[src/rtl/data_reader.sv]
// Memory dump reader: walks addresses 0..memory_size of a synchronous-read
// memory and hands each byte to a UART transmitter, one byte per
// start/busy handshake. fin reports a completed dump.
module data_reader #(
  parameter int ADDR_W = 18,
  parameter int DATA_W = 8
) (
  input  logic              clk,
  input  logic              rst,
  input  logic              start,
  input  logic [ADDR_W-1:0] memory_size,
  input  logic [DATA_W-1:0] Din,
  input  logic              Tx_busy,
  output logic [ADDR_W-1:0] Addr,
  output logic              Ren,
  output logic [DATA_W-1:0] Tx_data,
  output logic              Tx_start,
  output logic              fin
);

  typedef enum logic [2:0] {
    IDLE    = 3'd0,
    RD_WAIT = 3'd1,
    LOAD    = 3'd2,
    ACK     = 3'd3,
    DRAIN   = 3'd4,
    DONE    = 3'd5
  } state_e;

  state_e            state_q, state_d;
  logic [ADDR_W-1:0] size_q, size_d;
  logic [ADDR_W-1:0] addr_q, addr_d;
  logic              ren_q, ren_d;
  logic [DATA_W-1:0] txData_q, txData_d;
  logic              txStart_q, txStart_d;
  logic              fin_q, fin_d;

  // State and output registers; reset clears everything without a clock edge.
  always_ff @(posedge clk or posedge rst) begin
    if (rst) begin
      state_q   <= IDLE;
      size_q    <= '0;
      addr_q    <= '0;
      ren_q     <= 1'b0;
      txData_q  <= '0;
      txStart_q <= 1'b0;
      fin_q     <= 1'b0;
    end else begin
      state_q   <= state_d;
      size_q    <= size_d;
      addr_q    <= addr_d;
      ren_q     <= ren_d;
      txData_q  <= txData_d;
      txStart_q <= txStart_d;
      fin_q     <= fin_d;
    end
  end

  // Next-state logic; Ren and Tx_start default low so they can only ever pulse.
  always_comb begin
    state_d   = state_q;
    size_d    = size_q;
    addr_d    = addr_q;
    ren_d     = 1'b0;
    txData_d  = txData_q;
    txStart_d = 1'b0;
    fin_d     = fin_q;

    case (state_q)
      IDLE: begin
        if (start) begin
          size_d  = memory_size;
          addr_d  = '0;
          ren_d   = 1'b1;
          fin_d   = 1'b0;
          state_d = RD_WAIT;
        end
      end
      RD_WAIT: begin
        state_d = LOAD;
      end
      LOAD: begin
        txData_d  = Din;
        txStart_d = 1'b1;
        state_d   = ACK;
      end
      ACK: begin
        if (Tx_busy) begin
          state_d = DRAIN;
        end
      end
      DRAIN: begin
        if (!Tx_busy) begin
          if (addr_q == size_q) begin
            state_d = DONE;
          end else begin
            addr_d  = addr_q + ADDR_W'(1);
            ren_d   = 1'b1;
            state_d = RD_WAIT;
          end
        end
      end
      DONE: begin
        fin_d   = 1'b1;
        addr_d  = '0;
        state_d = IDLE;
      end
      default: begin
        state_d = IDLE;
      end
    endcase
  end

  assign Addr     = addr_q;
  assign Ren      = ren_q;
  assign Tx_data  = txData_q;
  assign Tx_start = txStart_q;
  assign fin      = fin_q;

endmodule

[config.mk]
export PLATFORM = sky130hd
export DESIGN_NAME = data_reader
export DESIGN_NICKNAME = d
export VERILOG_FILES = /design/src/rtl/data_reader.sv
export SDC_FILE = /design/constraint.sdc
export NUM_CORES = 1
export LEC_CHECK = 0
export BUFFER_PORTS_ARGS = -buffer_cell sky130_fd_sc_hd__buf_2
export CAP_MARGIN = 20
export CELL_PAD_IN_SITES_DETAIL_PLACEMENT = 0
export CELL_PAD_IN_SITES_GLOBAL_PLACEMENT = 1
export CORE_UTILIZATION = 41
export DETAILED_ROUTE_END_ITERATION = 12
export PLACE_DENSITY_LB_ADDON = 0.05
export SLEW_MARGIN = 20
export SYNTH_ARGS = -nofsm -noshare
export SYNTH_HDL_FRONTEND = slang
export SYNTH_SLANG_ARGS = --single-unit
[constraint.sdc]
create_clock -name clk -period 2.5 [get_ports clk]
set_input_delay 0.125 -clock clk [delete_from_list [all_inputs] [get_ports clk]]
set_output_delay 0.125 -clock clk [all_outputs]
set_load 0.1 [all_outputs]
Yosys cells after proc, flatten, opt, wreduce, memory -nomap -nowiden. Cells that the tools add are included.

Register bits: 50. Input port bits: 30. Output and inout bits: 29. Word-level logic and storage cells: 41.

$add $sub $neg: 1. Eq/ne operators: 10. Mux-type cells: 16. Reductions and logical operators: 7.

Operators with widths (number): 18-bit 2-to-1 mux (3); 18-bit one-hot mux with 3 select lines (1); 18-bit by 1-bit adder with 18-bit output (second input constant) (1); 18-bit equality test (1); 3-bit one-hot mux with 5 select lines (1); 3-bit 2-to-1 mux (4); 2-bit != test (second input constant) (4); 3-bit by 2-bit equality test with 1-bit output (second input constant) (2); 3-bit equality test (second input constant) (2); 1-bit 2-to-1 mux (5); 1-bit one-hot mux with 2 select lines (2); 2-bit AND reduction (2); 4-bit AND reduction (1); 3-bit by 1-bit equality test with 1-bit output (second input constant) (1); 3-bit logical NOT (1); 3-bit AND reduction (1); 3-bit nonzero test (1); 2-bit nonzero test (1).

Depth between registers and ports, before layout.
Depth after elaboration: 4. Mapped depth: 8. Mapped depth without buffers: 6.

Worst setup path after synthesis. OpenSTA, ideal clock, no wires.

Path kind: reg2reg. Start point: reg addr_q[6] (netlist: Addr[6]). End point: reg addr_q[16] (netlist: Addr[16]). Library setup time: 75 ps. Data arrival time: 2551 ps. Required time: 2425 ps. Setup slack: -126 ps. Cell stages (with the launch flop): 8. Buffers on the path: 1. Clock period less this slack: 2626 ps. Path through: dfrtp_1 -> buf_2 -> and4_1 -> and4_4 -> and3_4 -> nand3_2 -> or4b_1 -> nand3_1.

Word-level cells in the longest chain between the ends: 4. Elaborated cells between the ends (all ways): 7. Classes of those cells: add/sub: 1; eq/ne: 2; mux: 3; reduce/logical: 1.

RTL lines: start: declaration (line 32) `logic [ADDR_W-1:0] addr_q, addr_d;`; start signal: assignment (line 51) `addr_q <= addr_d;`; 18-bit by 1-bit adder with 18-bit output (line 97) `addr_d = addr_q + ADDR_W'(1);`; 18-bit 2-to-1 mux (line 94) `if (addr_q == size_q) begin`; 18-bit 2-to-1 mux (line 93) `if (!Tx_busy) begin`; 18-bit one-hot mux with 3 select lines (line 69) `case (state_q)`.

Several ways; a longest one is shown, not always the timed one. The select of a mux whose other input is x is not followed. A chain may end at the register's enable or synchronous reset.

Worst setup path in the final report.
Start point: reg addr_q[12] (netlist: Addr[12]). End point: reg addr_q[3] (netlist: Addr[3]).

Word-level cells in the longest chain between the ends: 3.

RTL lines (line): 18-bit equality test (94); 2-bit != test (no source line); 4-bit AND reduction (no source line).

Every way passes these cells.

==> reports/results.txt <==
Final Hold Viols: 0
Mean Syn Cell Area: 10.59 um2
Post-route ant nets: 0
Number of synthesized register bits: 50
Fin Setup TNS: 0 ns
First-pass GRT wire length: 10360 um
Critical path fanouts, max: 7
Drt pass-1 iters: 5
Initial antenna violation count: 0
Worst-Skew Late Latency: 0.30 ns
Core Footprint: 0.005921 mm2
Critical path class: register to register
Synth area leaders: dfrtp_1 (50%), mux2_2 (12%), xor2_1 (5.6%)
Final setup viols: 0
Detailed placement HPWL: 4561 um
Postcts setup bufs: 0
Synthesized Nets: 269
Fin crit period: 2.175 ns
IO Port Bufs: 58
Status: finished clean
CTS Root Cell: clkbuf_8
Fmax: 459.8 MHz
Pin count of the biggest net entering global routing: 32
DRC viols: 0
Detailed Route WL: 6210 um
Routed len/inst: 16.43 um
Share of cells above drive strength 1: 0.3531
CTS Buf Count: 5
Worst Skew: 0.005090 ns
Finished Core Util: 0.5142
Synthesis-to-layout area growth: 20.80%
Grt ovf: 0
Max clock buf depth: 2
Gpl congestion: 0.7838
Total track usage: 0.2135
Fin nets: 333
Sequential share of the synthesized area: 0.4965
Req. time, crit path: 2.69 ns
# IOs: 59
Die area: 0.006463 mm2
Initial core utilization: 0.4256
Cells after Synth: 238
Min-delay worst type: input pin to register
TritonCTS clock tree: yes
Crit path DAT: 2.36 ns
Post-synth cell types: 38
Slew margin rel.: 0.4936
Slew @ Worst Pin: 0.7569 ns
Async SR Flop Fraction: 1.000
Via count: 2048
Largest area contributor in the netlist: dfrtp_1
Synth Cell Area: 0.002520 mm2
Worst Setup End Kind: register
Die Ht: 80.40 um
Top_reg_cell synth: dfrtp_1
FP Rows: 28
Die width: 80.40 um
Commonest cells in the synthesized netlist: dfrtp_1 (50), mux2_2 (26), nand2_1 (24)
Final max-slew violation count: 0
Period utilization: 0.8699
Post-synth top area share: 0.4965
Clock Sinks: 50
Synth warnings: 0
Vias in the first global route: 1995
Startpoint Class: register
Total placed cells including tap cells: 369
Vias/cell: 5.418
Fin cells: 378
N_diodes: 0
Count leader, synth: dfrtp_1
Starting DRC count in detailed routing: 112
RSZ-0062 raised after global routing: no
Max-cap violations: 0
Clk pin slew, worst setup/hold paths: 0.09 ns
Number of synthesized flops with an enable pin: 0
H-tree lvl count: 2
[metal layers]
layer,global-route usage,up-vias,routed length [um]
met3,0.04318,11,336
li1,-,1004,-
met4,0.06607,0,111
met1,0.3103,963,3052
met2,0.3161,70,2710
met5,0,-,0
[metrics by stage]
stage / hold WS (ns) / setup slack (ns) / instance area (um2)
6_report: 0.04278 / 0.3252 / 3044
3_3_place_gp: 0.2594 / 0.4096 / 2924
2_1_floorplan: 0.2767 / 0.1144 / 2525
5_1_grt: 0.03001 / 0.1255 / 3044
4_1_cts: 0.03800 / 0.3226 / 3044
3_5_place_dp: 0.2660 / 0.3647 / 2924
[placed cells by master, fill, tap and decap left out, drive strengths merged, types with 2 or more instances in the layout]
master  instances
buf            65
dfrtp          50
mux2           26
nand2          24
xor2           16
nand3          16
o21ai          11
o211ai          9
nor4            8
inv             8
nor2            7
nor3            7
clkbuf          6
a21oi           5
o311ai          4
a32oi           4
nand4           4
or4             4
nand2b          3
or3             3
and3            3
xnor2           2
and2            2
o22ai           2
a21o            2
and4            2
[what timing repair did]
action | 4_1_cts | 5_1_grt
gates resized for setup | 0 | 0
hold endpoints to repair | 29 | 0
hold buffers | 1 | 0
[cell families (layout without fill, tap and decap cells)]
kind of cell	count (synthesis)	count (layout)	share of synthesized area
compound gates	40	40	0.1077
xor+xnor	18	18	0.06256
fa+ha+maj	1	1	0.004964
buf+inv	17	82	0.02681
flops	50	50	0.4965
mux	27	27	0.1202
simple gates	85	85	0.1812
[worst max-delay path, cell delays in order, from the launching register on]
cell and delay (ns):
dfrtp_1 0.48, xor2_1 0.18, nor4_1 0.39, nand3_1 0.25, nor2_1 0.37, nor4_1 0.12
a211o_1 0.25
[sequential cells by signal, summed over array words and instances, names as in the netlist]
signal and cells:
Tx_start 1, state_q 3, Tx_data 8, Addr 18, Ren 1, fin 1
size_q 18
[final cells by class]
class                      count  area [um2]
tap                           75       93.84
clock inverter                 2       37.54
clock buffer                   6       72.57
multi-input combinational    171        1201
fill                         583        2877
timing repair buffer          66       352.8
sequential                    50        1256
inverter                       8       30.03
[final timing paths]
kind                            slack [ns]        from  depth (start not counted)    endpoint
worst max-delay path                  0.33    Addr[12]                          6     Addr[3]
worst min-delay path                  0.04      Din[5]                          2  Tx_data[5]
worst max register to register        0.33    Addr[12]                          6     Addr[3]
worst min register to register        0.51  Tx_data[5]                          1  Tx_data[5]
max in group asynchronous             1.40         rst                          4     Addr[6]
min in group asynchronous             0.45         rst                          3  size_q[12]
Power is left out: the tool's default activity adds up to more than one toggle a clock period on the data nets, which glitch-free logic cannot reach.
